`config.mk`:
```
export PLATFORM = sky130hd
export DESIGN_NAME = mul_accum_stage_flat
export DESIGN_NICKNAME = d
export VERILOG_FILES = /design/src/rtl/mul_accum_if.sv /design/src/rtl/mul_accum_stage.sv /design/src/flat_wrapper.sv
export SDC_FILE = /design/constraint.sdc
export NUM_CORES = 1
export LEC_CHECK = 0
export ABC_AREA = 0
export CAP_MARGIN = 20
export CORE_MARGIN = 8
export CORE_UTILIZATION = 54
export CTS_CLUSTER_DIAMETER = 30
export DETAILED_ROUTE_END_ITERATION = 10
export PLACE_DENSITY = 0.83
export SLEW_MARGIN = 25
export SYNTH_ARGS = -nofsm -noshare
export SYNTH_HDL_FRONTEND = slang
export SYNTH_SLANG_ARGS = --single-unit
```
`constraint.sdc`:
```
create_clock -name clk -period 4 [get_ports clk]
set_input_delay 0.4 -clock clk [delete_from_list [all_inputs] [get_ports clk]]
set_output_delay 0.4 -clock clk [all_outputs]
set_load 0.01 [all_outputs]
```
`src/rtl/mul_accum_if.sv`:
```
// ============================================================================
// Module   : mul_accum_if
// Purpose  : Product-in / frame-result-out handshake bundle for mul_accum_stage.
// Revision : 1.0
// ============================================================================
`default_nettype none

interface mul_accum_if #(
  parameter int PROD_W = 16,
  parameter int ACC_W  = 24,
  parameter int CNT_W  = 8
);
  logic              prod_valid;
  logic              prod_ready;
  logic [PROD_W-1:0] prod;
  logic              prod_last;
  logic              acc_valid;
  logic              acc_ready;
  logic [ACC_W-1:0]  acc_out;
  logic [CNT_W-1:0]  acc_cnt;
  logic              acc_ovf;

  modport master (
    output prod_valid, prod, prod_last, acc_ready,
    input  prod_ready, acc_valid, acc_out, acc_cnt, acc_ovf
  );

  modport slave (
    input  prod_valid, prod, prod_last, acc_ready,
    output prod_ready, acc_valid, acc_out, acc_cnt, acc_ovf
  );
endinterface

`default_nettype wire

```
`src/rtl/mul_accum_stage.sv`:
```
// ============================================================================
// Module   : mul_accum_stage
// Purpose  : Saturating frame accumulator for multiplier products, with beat
//            count and sticky overflow, behind valid/ready handshakes.
// Revision : 1.0
// ============================================================================
`default_nettype none

module mul_accum_stage #(
  parameter int PROD_W = 16,
  parameter int ACC_W  = 24,
  parameter int CNT_W  = 8
) (
  input  wire logic   clk,
  input  wire logic   rst_n,
  input  wire logic   clr,
  mul_accum_if.slave  bus
);

  typedef enum logic [1:0] {
    S_IDLE  = 2'd0,
    S_ACCUM = 2'd1,
    S_HOLD  = 2'd2
  } state_t;

  localparam logic [ACC_W-1:0] C_ACC_MAX = '1;
  localparam logic [CNT_W-1:0] C_CNT_MAX = '1;

  state_t           r_state;
  state_t           w_state_nxt;
  logic [ACC_W-1:0] r_acc;
  logic [CNT_W-1:0] r_cnt;
  logic             r_ovf;

  logic             w_prod_ready;
  logic             w_acc_valid;
  logic             w_release;
  logic             w_beat;
  logic [ACC_W:0]   w_prod_ext;
  logic [ACC_W:0]   w_sum;

  // A beat dropped by a coincident clr must not touch any state.
  assign w_beat     = bus.prod_valid & rst_n & (r_state != S_HOLD) & ~clr;
  assign w_prod_ext = {{(ACC_W + 1 - PROD_W){1'b0}}, bus.prod};
  assign w_sum      = {1'b0, r_acc} + w_prod_ext;

  always_ff @(posedge clk or negedge rst_n) begin
    if (!rst_n) begin
      r_state <= S_IDLE;
    end else begin
      r_state <= w_state_nxt;
    end
  end

  always_comb begin
    w_state_nxt  = r_state;
    w_prod_ready = 1'b0;
    w_acc_valid  = 1'b0;
    w_release    = 1'b0;
    case (r_state)
      S_IDLE, S_ACCUM: begin
        w_prod_ready = rst_n;
        if (w_beat) begin
          w_state_nxt = bus.prod_last ? S_HOLD : S_ACCUM;
        end
      end
      S_HOLD: begin
        w_acc_valid = 1'b1;
        if (bus.acc_ready) begin
          w_release   = 1'b1;
          w_state_nxt = S_IDLE;
        end
      end
      default: w_state_nxt = S_IDLE;
    endcase
    if (clr) begin
      w_state_nxt = S_IDLE;
    end
  end

  always_ff @(posedge clk or negedge rst_n) begin
    if (!rst_n) begin
      r_acc <= '0;
      r_cnt <= '0;
      r_ovf <= 1'b0;
    end else if (clr || w_release) begin
      r_acc <= '0;
      r_cnt <= '0;
      r_ovf <= 1'b0;
    end else if (w_beat) begin
      if (w_sum[ACC_W]) begin
        r_acc <= C_ACC_MAX;
        r_ovf <= 1'b1;
      end else begin
        r_acc <= w_sum[ACC_W-1:0];
      end
      if (r_cnt != C_CNT_MAX) begin
        r_cnt <= r_cnt + CNT_W'(1);
      end
    end
  end

  assign bus.prod_ready = w_prod_ready;
  assign bus.acc_valid  = w_acc_valid;
  assign bus.acc_out    = r_acc;
  assign bus.acc_cnt    = r_cnt;
  assign bus.acc_ovf    = r_ovf;

endmodule

`default_nettype wire

```
`src/flat_wrapper.sv`:
```
// flat-port wrapper written by rule: the top's interface ports become plain ports
module mul_accum_stage_flat 
#(
  parameter int PROD_W = 16,
  parameter int ACC_W  = 24,
  parameter int CNT_W  = 8
)
  (clk, rst_n, clr, bus_prod_valid, bus_prod, bus_prod_last, bus_acc_ready, bus_prod_ready, bus_acc_valid, bus_acc_out, bus_acc_cnt, bus_acc_ovf);
  mul_accum_if #(.PROD_W(PROD_W), .ACC_W(ACC_W), .CNT_W(CNT_W)) bus_i ();
  input  wire logic clk;
  input  wire logic rst_n;
  input  wire logic clr;
  input wire logic [$bits(bus_i.prod_valid)-1:0] bus_prod_valid;
  input wire logic [$bits(bus_i.prod)-1:0] bus_prod;
  input wire logic [$bits(bus_i.prod_last)-1:0] bus_prod_last;
  input wire logic [$bits(bus_i.acc_ready)-1:0] bus_acc_ready;
  output wire logic [$bits(bus_i.prod_ready)-1:0] bus_prod_ready;
  output wire logic [$bits(bus_i.acc_valid)-1:0] bus_acc_valid;
  output wire logic [$bits(bus_i.acc_out)-1:0] bus_acc_out;
  output wire logic [$bits(bus_i.acc_cnt)-1:0] bus_acc_cnt;
  output wire logic [$bits(bus_i.acc_ovf)-1:0] bus_acc_ovf;
  assign bus_i.prod_valid = bus_prod_valid;
  assign bus_i.prod = bus_prod;
  assign bus_i.prod_last = bus_prod_last;
  assign bus_i.acc_ready = bus_acc_ready;
  assign bus_prod_ready = bus_i.prod_ready;
  assign bus_acc_valid = bus_i.acc_valid;
  assign bus_acc_out = bus_i.acc_out;
  assign bus_acc_cnt = bus_i.acc_cnt;
  assign bus_acc_ovf = bus_i.acc_ovf;
  mul_accum_stage #(.PROD_W(PROD_W), .ACC_W(ACC_W), .CNT_W(CNT_W)) u_core (.clk(clk), .rst_n(rst_n), .clr(clr), .bus(bus_i));
endmodule
```
==> Yosys cells after proc, flatten, opt, wreduce, memory -nomap -nowiden <==
Index checks and enable logic that the tools add are counted.
{ "totals": {"register_bits": 35, "input_bits": 22, "output_inout_bits": 35, "word_cells": 43} }
{ "classes": {"addsub": 2, "eq_ne": 6, "mux": 18, "bitwise_logic": 4, "reduce_logical": 9} }
{ "op_table": {"columns": ["operator", "n"], "rows": [
  ["two-way mux 24 bit", 3],
  ["adder 24 x 16 -> 25 bit", 1],
  ["two-way mux 8 bit", 3],
  ["adder 8 x 1 -> 8 bit, second input constant", 1],
  ["two-way mux 2 bit", 4],
  ["!= test 8 bit, second input constant", 1],
  ["two-way mux 1 bit", 7],
  ["AND reduction 2 bit", 3],
  ["nonzero test 2 bit", 3],
  ["case mux 2 bit (2 select lines)", 1],
  ["AND 1 bit", 3],
  ["!= test 3 x 2 -> 1 bit, second input constant", 1],
  ["!= test 3 bit, second input constant", 1],
  ["equality test 2 x 1 -> 1 bit, second input constant", 1],
  ["equality test 2 bit, second input constant", 1],
  ["logical NOT 2 bit", 1],
  ["!= test 2 bit, second input constant", 1],
  ["OR reduction 2 bit", 1],
  ["logical OR 1 bit", 1],
  ["inverter 1 bit", 1]
]} }

==> Depth between registers and ports, before layout <==
Gate-level depths: netlist of run 1.
{ "depth": {"ltp_word": 6, "mapped_depth": 10, "depth_no_buf": 9} }

==> Worst setup path after synthesis of run 1 <==
Ideal clock, no wire load.
{ "synth_timing": {"kind": "register to register", "from": "register u_core.r_acc[0] (netlist: u_core.bus.acc_out[0])", "to": "register u_core.r_acc[18] (netlist: u_core.bus.acc_out[18])", "setup_ns": 0.129, "arrival_ns": 2.551, "required_ns": 3.871, "slack_ns": 1.320, "stages_incl_launch_ff": 11, "path_buffers": 1, "period_less_slack_ns": 2.680, "cell_sequence": "dfrtp_1 > ha_1 > fa_1 > a21oi_1 > o211ai_2 > a21oi_4 > o21ai_2 > o311ai_4 > nor2_4 > buf_6 > a2111o_1"} }
{ "synth_via": {"elab_chain_cells": 4} }
{ "synth_rtl": {"columns": ["element", "line_no", "source"], "rows": [
  ["start: declaration", "mul_accum_stage.sv:31", "logic [ACC_W-1:0] r_acc;"],
  ["start signal: assignment", "mul_accum_stage.sv:95", "r_acc <= w_sum[ACC_W-1:0];"],
  ["adder 24 x 16 -> 25 bit", "mul_accum_stage.sv:45", "assign w_sum = {1'b0, r_acc} + w_prod_ext;"],
  ["two-way mux 24 bit", "mul_accum_stage.sv:91", "if (w_sum[ACC_W]) begin"],
  ["two-way mux 24 bit", "mul_accum_stage.sv:90", "end else if (w_beat) begin"],
  ["two-way mux 24 bit", "mul_accum_stage.sv:86", "end else if (clr || w_release) begin"]
]} }
No other way between the ends. The select of a mux whose other input is x is not followed.
A chain may end at the register's enable or synchronous reset.

==> Worst setup path in the final report of run 1 <==
{ "layout_timing": {"from": "input port bus_prod[0]", "to": "register u_core.r_acc[18] (netlist: u_core.bus.acc_out[18])"} }
{ "layout_via": {"elab_chain_cells": 4} }
{ "layout_rtl": {"columns": ["element", "line_no", "source"], "rows": [
  ["start: declaration", "flat_wrapper.sv:14", "input wire logic [$bits(bus_i.prod)-1:0] bus_prod;"],
  ["adder 24 x 16 -> 25 bit", "mul_accum_stage.sv:45", null],
  ["two-way mux 24 bit", "mul_accum_stage.sv:91", null],
  ["two-way mux 24 bit", "mul_accum_stage.sv:90", null],
  ["two-way mux 24 bit", "mul_accum_stage.sv:86", null]
]} }
No other way between the ends. The select of a mux whose other input is x is not followed.

==> results of run 1 <==
==> per-layer routing <==
layer  vias up  GRT usage (%)  share of wire, %
met5         -              0                 0
met4         0           7.99               2.0
met3        11           4.79               4.7
met2        69           31.0                49
met1      1073           23.1                44
li1       1090              -                 -
==> critical path, stage by stage <==
cell and delay [ns]:
clkdlybuf4s50_1 0.41, ha_1 0.21, fa_1 0.40, a21oi_1 0.26, o211ai_2 0.14, a21oi_4 0.20
o21ai_2 0.12, o311ai_4 0.41, nor2_4 0.17, a2111o_1 0.31
==> registers in the layout, indices dropped and copies added, names as in the netlist <==
register,flops
u_core.bus.acc_cnt,8
u_core.bus.acc_out,24
u_core.r_state,2
u_core.bus.acc_ovf,1
==> power breakdown <==
group	switching [mW]	total, mW	internal (mW)
clock network	0.137	0.339	0.202
registers	0.0197	0.393	0.373
logic	0.146	0.282	0.137
total	0.303	1.01	0.712
==> cells by family (layout without fill, tap and decap cells) <==
| family | after synthesis | after routing | share of synthesized area [%] |
|---|---|---|---|
| fa+ha+maj | 18 | 18 | 9.60 |
| compound gates | 86 | 86 | 26.7 |
| mux | 2 | 2 | 0.878 |
| buf+inv | 15 | 74 | 2.68 |
| simple gates | 86 | 86 | 17.8 |
| xor+xnor | 17 | 17 | 6.14 |
| flops | 35 | 35 | 36.1 |
==> placed cells by master (no fill, tap or decap), types with 4 or more instances in the layout <==
master	n
a221o_1	17
xor2_1	8
ha_1	17
clkdlybuf4s50_1	55
o21a_1	4
and3_1	8
nand2_1	24
a21oi_1	20
xnor2_1	9
nand3_1	9
a21o_1	6
o21ai_0	12
dfrtp_1	35
clkbuf_8	6
nor2_1	21
inv_1	6
==> final timing paths <==
path	start	endpoint	slack, ns
max reg2reg	u_core.bus.acc_out[0]$_DFFE_PN0P_	u_core.bus.acc_out[18]$_DFFE_PN0P_	1.24
max in group asynchronous	rst_n	u_core.bus.acc_out[9]$_DFFE_PN0P_	2.91
min reg2reg	u_core.bus.acc_ovf$_DFFE_PN0P_	u_core.bus.acc_ovf$_DFFE_PN0P_	0.48
min	rst_n	u_core.r_state[0]$_DFFE_PN0P_	0.45
min in group clk	u_core.bus.acc_ovf$_DFFE_PN0P_	u_core.bus.acc_ovf$_DFFE_PN0P_	0.48
max	bus_prod[0]	u_core.bus.acc_out[18]$_DFFE_PN0P_	1.14
==> what timing repair did <==
| action | 4_1_cts | 5_1_grt |
|---|---|---|
| hold buffers | 1 | 0 |
| hold endpoints to repair | 1 | 0 |
| setup buffers | 0 | 0 |
| resized for setup | 0 | 0 |
==> layout make-up <==
class | count | area, µm²
multi-input combinational | 209 | 1480
inverter | 6 | 22.5
fill | 330 | 1200
clock inverter | 2 | 35.0
timing repair buffer | 60 | 588
sequential | 35 | 876
tap | 52 | 65.1
clock buffer | 6 | 82.6
==> stage by stage <==
step,power [mW],cell area [µm²]
5_1_grt,1.07,3150
2_1_floorplan,0.569,2420
3_3_place_gp,0.672,3020
3_5_place_dp,0.680,3020
4_1_cts,1.02,3150
6_report,1.01,3150
==> impl_summary.log, run 1 <==
[metrics] final-report max-slew violation count: 0
[metrics] RePlAce Congestion: 0.918
[metrics] total die area: 6890 µm²
[metrics] DRC: 0
[metrics] count of endpoints failing setup in the final report: 0
[metrics] final core occ: just over 70%
[metrics] minimum setup slack after placement: roughly 0.84 ns
[metrics] proportion of synthesized flip-flops having asynchronous set or reset: 100%
[metrics] accumulated negative setup slack: 0 ns
[metrics] CTS tree: done
[metrics] count of state elements after synthesis: 35
[metrics] critical path type: in -> reg
[metrics] final worst-path cycle share: 71.4%
[metrics] total gr overflow: 0
[metrics] areal power density over the cells: 322 nW/µm²
[metrics] clock-pin slew on the worst setup and hold paths: 0.08 ns
[metrics] height of the chip: approximately 83 µm
[metrics] # nets final: around 360
[metrics] average cell area after synthesis: approximately 9.4 µm²
[metrics] detailed-routing iteration count for the pre-antenna-repair pass: 4
[metrics] placed cell count: about 360
[metrics] Crit Path Max Fanout: 18
[metrics] slew margin rel.: a little over half
[metrics] cell at the root of the clock tree: clkbuf_8
[metrics] most repeated cell in the gate-level netlist after synthesis: dfrtp_1
[metrics] cell type with the largest total area after synthesis: dfrtp_1
[metrics] core region area: ~4400 µm²
[metrics] WL per Instance: approximately 18 µm
[metrics] register area share after synthesis: between 30% and 40%
[metrics] worst-case vdd ir drop: 0.166 mV
[metrics] worst endpoint required time: about 4.2 ns
[metrics] outcome: completed
[metrics] aggregate global-route resource usage: a little under a fifth
[metrics] post-detailed-route count of antenna-violating nets: 0
[metrics] Final Hold Fails: 0
[metrics] maximum achievable frequency: around 350 MHz
[metrics] clock skew: between 0.005 and 0.006 ns
[metrics] number of flops mapped to enable cells by yosys: 0
[metrics] row count: 24
[metrics] total via count after detailed routing: about 2200
[metrics] maximum clock insertion buffer count: 2
[metrics] data arrival time at the worst-slack endpoint: between 3 and 4 ns
[metrics] Min Hold Slack: about 0.45 ns
[metrics] number of non-filler instances in the completed layout: 370
[metrics] count of pins on the block boundary: 57
[metrics] Routed Wire Length: 6490 µm
[metrics] share of layout cells above drive strength 1: under 10%
[metrics] Main synth FF type: dfrtp_1
[metrics] element type at the critical path start: input pin
[metrics] post-synth top area share: 36.1%
[metrics] syn nets: 299
[metrics] 1st-iter DRT viols: 155
[metrics] half-perimeter wire length after placement: ~4800 µm
[metrics] Warnings, synthesis: 0
[metrics] setup repair after global routing missed its margin: false
[metrics] Clock Sinks: 35
[metrics] chip width: about 83 µm
[metrics] Inserted Diodes: 0
[metrics] post-DR vias/cell: slightly above 6
[metrics] Worst Reg-to-Reg Cells: 9
[metrics] count of port buffers added during placement: 56
[metrics] vias in the first global route: around 2300
[metrics] largest net degree at the start of global routing: 36
[metrics] number of max-cap violations: 0
[metrics] area delta synth->final: 30.0%
[metrics] synth unique cells: 52
[metrics] kind of end point of the critical path: flip-flop
[metrics] number of antenna violations at the first check in global routing: 0
[metrics] CTS Buf Count: 5
[metrics] post-synth design cell area: 2420 µm²
[metrics] final worst slack: 1.14 ns
[metrics] Synth Instances: ~260
[metrics] cells taking the most area after synthesis: dfrtp_1 36%, ha_1 8.8%, a221o_1 7.0%
[metrics] wire length of the first global-routing pass: about 11000 µm
[metrics] clock latency of the later-clocked register in the worst-skew pair: roughly 0.3 ns
[metrics] worst-margin pin slew: around 0.69 ns
[metrics] total leakage power: roughly 1.4 nW
[metrics] number of H-tree levels: 2
[metrics] cell types with the highest counts after synthesis: 35 x dfrtp_1, 24 x nand2_1, 21 x nor2_1
[metrics] type of the most critical hold path: in -> async
[metrics] Initial Util: 55.7%
[metrics] Period minus WS final: around 2.9 ns
Power figures use the tool's default switching activity.
==> run 2: changes to the inputs <==
Settings changed: CORE_UTILIZATION 54 to 45, PLACE_DENSITY 0.83 to 0.73.
Clock period 4 ns to 2.6 ns, I/O delays scaled along.
==> run 2 against run 1 <==
Against the previous run:
- largest power group unchanged
- via count grew 4.4%
- critical path depth is the same
- cell count grew 12%
- critical path type is now reg -> reg
- worst setup slack lost 1.0 ns
- die area grew 16%
- register-to-register slack lost 1.1 ns
- combinational power grew 73%
- utilization shrank 6.7 points
==> impl_summary.log, run 2 (synthesis results as in run 1) <==
[metrics] outcome: completed
[metrics] Gate power share: ~30%
[metrics] kind of end point of the critical path: flip-flop
[metrics] type of the most critical hold path: in -> async
[metrics] Crit Path Max Fanout: 3
[metrics] Routed Wire Length: a little under 7000 µm
[metrics] final-report max-slew violation count: 0
[metrics] clock skew: 0.00523 ns
[metrics] Int Power: approximately 1.1 mW
[metrics] detailed-routing iteration count for the pre-antenna-repair pass: 4
[metrics] Initial Util: between 40% and 50%
[metrics] fillers: 450
[metrics] area delta synth->final: 39.4%
[metrics] total via count after detailed routing: roughly 2300
[metrics] post-DR vias/cell: 5.67
[metrics] final worst-path cycle share: 95.9%
[metrics] uppermost layer routed: met4
[metrics] number of flip-flops under the largest register name: 24
[metrics] minimum setup slack after placement: -0.267 ns
[metrics] worst-case vdd ir drop: roughly 0.26 mV
[metrics] vias in the first global route: 2285
[metrics] WL met3: roughly 400 µm
[metrics] total leakage power: around 1.5 nW
[metrics] commonest cells after routing, fill and taps aside: 55 x clkdlybuf4s50_1, 35 x dfrtp_1, 27 x buf_4
[metrics] maximum achievable frequency: 401 MHz
[metrics] chip width: 89.4 µm
[metrics] Period minus WS final: about 2.5 ns
[metrics] element type at the critical path start: flip-flop
[metrics] row count: 26
[metrics] WL per Instance: approximately 16 µm
[metrics] clock share of power: between 30% and 40%
[metrics] Final Hold Fails: 0
[metrics] aggregate global-route resource usage: ~17%
[metrics] worst endpoint required time: approximately 2.8 ns
[metrics] areal power density over the cells: approximately 470 nW/µm²
[metrics] CTS Buf Count: 5
[metrics] fraction of power consumed by sequential logic: a little under two fifths
[metrics] RePlAce Congestion: slightly below 0.9
[metrics] number of max-cap violations: 0
[metrics] Inserted Diodes: 0
[metrics] share of layout cells above drive strength 1: approximately 15%
[metrics] data arrival time at the worst-slack endpoint: approximately 2.7 ns
[metrics] routed length on met1: about 3100 µm
[metrics] clock-pin slew on the worst setup and hold paths: ~0.08 ns
[metrics] height of the chip: approximately 89 µm
[metrics] count of pins on the block boundary: 57
[metrics] critical path type: reg -> reg
[metrics] slew margin rel.: between 50% and 60%
[metrics] switch share: 30.3%
[metrics] DRC: 0
[metrics] Slowest-stage cell, CP: dfrtp_1
[metrics] Min Hold Slack: between 0.09 and 0.1 ns
[metrics] wire length of the first global-routing pass: between 10000 and 15000 µm
[metrics] CTS tree: done
[metrics] post-detailed-route count of antenna-violating nets: 0
[metrics] Critical Path Most Common Cell: a21oi_4
[metrics] reported net switching power: slightly below 0.5 mW
[metrics] count of port buffers added during placement: 56
[metrics] Clock Sinks: 35
[metrics] count of hold-fix buffers inserted at cts: 0
[metrics] number of antenna violations at the first check in global routing: 0
[metrics] maximum clock insertion buffer count: 2
[metrics] Detail Route met2 WL: 3160 µm
[metrics] cell at the root of the clock tree: clkbuf_8
[metrics] count of endpoints failing setup in the final report: 0
[metrics] core region area: 5140 µm²
[metrics] accumulated negative setup slack: 0 ns
[metrics] worst-margin pin slew: roughly 0.7 ns
[metrics] most frequent standard cell in the layout excluding fill and tap cells: clkdlybuf4s50_1
[metrics] total die area: 7990 µm²
[metrics] number of H-tree levels: 2
[metrics] half-perimeter wire length after placement: about 5000 µm
[metrics] Worst path max stage delay: 0.41 ns
[metrics] clock latency of the later-clocked register in the worst-skew pair: 0.29 ns
[metrics] largest net degree at the start of global routing: 38
[metrics] 1st-iter DRT viols: roughly 150
[metrics] final worst slack: between 0.1 and 0.15 ns
[metrics] total gr overflow: 0
[metrics] worst path cell trace: ha_2 -> fa_2 -> a21oi_4 -> o211ai_2 -> a21oi_4 -> buf_4 -> a21oi_1 -> o31ai_2 -> nor3_1 -> a2111o_1
[metrics] # nets final: between 300 and 400
[run 2: per-layer routing]
layer,track usage (%),up-vias
li1,-,1151
met1,21.8,1111
met2,28.4,75
met3,3.31,4
met4,4.98,0
met5,0,-
[run 2: power by group through the flow]
stage / registers, mW / clock network, mW / logic [mW]
after floorplan: 0.623 / 0 / 0.254
after global placement: 0.613 / 0 / 0.473
after detailed placement: 0.614 / 0 / 0.477
after CTS: 0.603 / 0.518 / 0.483
after global routing: 0.609 / 0.541 / 0.534
final: 0.604 / 0.504 / 0.488
[run 2: timing repair]
action / in CTS / in global routing
gates cloned: 0 / 1
setup endpoints to repair: 9 / 19
resized for setup: 2 / 3
pin swaps: 2 / 3
setup buffers: 1 / 3
[run 2: area by class of cell]
| class | count | area, µm² | area share (%) |
|---|---|---|---|
| clock buffer | 5 | 68.8 | 2.04 |
| clock inverter | 3 | 43.8 | 1.30 |
| inverter | 6 | 22.5 | 0.667 |
| multi-input combinational | 210 | 1510 | 44.7 |
| sequential | 35 | 876 | 25.9 |
| tap | 70 | 87.6 | 2.59 |
| timing repair buffer | 84 | 769 | 22.8 |
[run 2: through the flow]
stage                     total power [mW]  util (%)  area (µm²)  std cells
after floorplan                      0.876         -        2430        259
after global placement                1.09      62.4        3210        400
after detailed placement              1.09      62.4        3210        400
after CTS                             1.60      64.9        3340        409
after global routing                  1.68      65.7        3380        413
final                                 1.59      65.7        3380        413
[run 2: path summary, 6_finish.rpt]
check	start	cells past startpoint	slack, ns	endpoint
worst max-delay path	u_core.bus.acc_out[0]$_DFFE_PN0P_	10	0.11	u_core.bus.acc_out[18]$_DFFE_PN0P_
worst max register to register	u_core.bus.acc_out[0]$_DFFE_PN0P_	10	0.11	u_core.bus.acc_out[18]$_DFFE_PN0P_
max in group asynchronous	rst_n	2	2.19	u_core.bus.acc_out[8]$_DFFE_PN0P_
min in group clk	u_core.bus.acc_ovf$_DFFE_PN0P_	2	0.50	u_core.bus.acc_ovf$_DFFE_PN0P_
worst min register to register	u_core.bus.acc_ovf$_DFFE_PN0P_	2	0.50	u_core.bus.acc_ovf$_DFFE_PN0P_
worst min-delay path	rst_n	2	0.09	u_core.r_state[1]$_DFFE_PN0P_
[run 2: worst max-delay path: cells and delay by family, from the launching register on]
family | cells | cell delay (ns)
compound gates | 6 | 1.14
fa+ha+maj | 2 | 0.61
buf+inv | 1 | 0.13
flops | 1 | 0.41
simple gates | 1 | 0.10
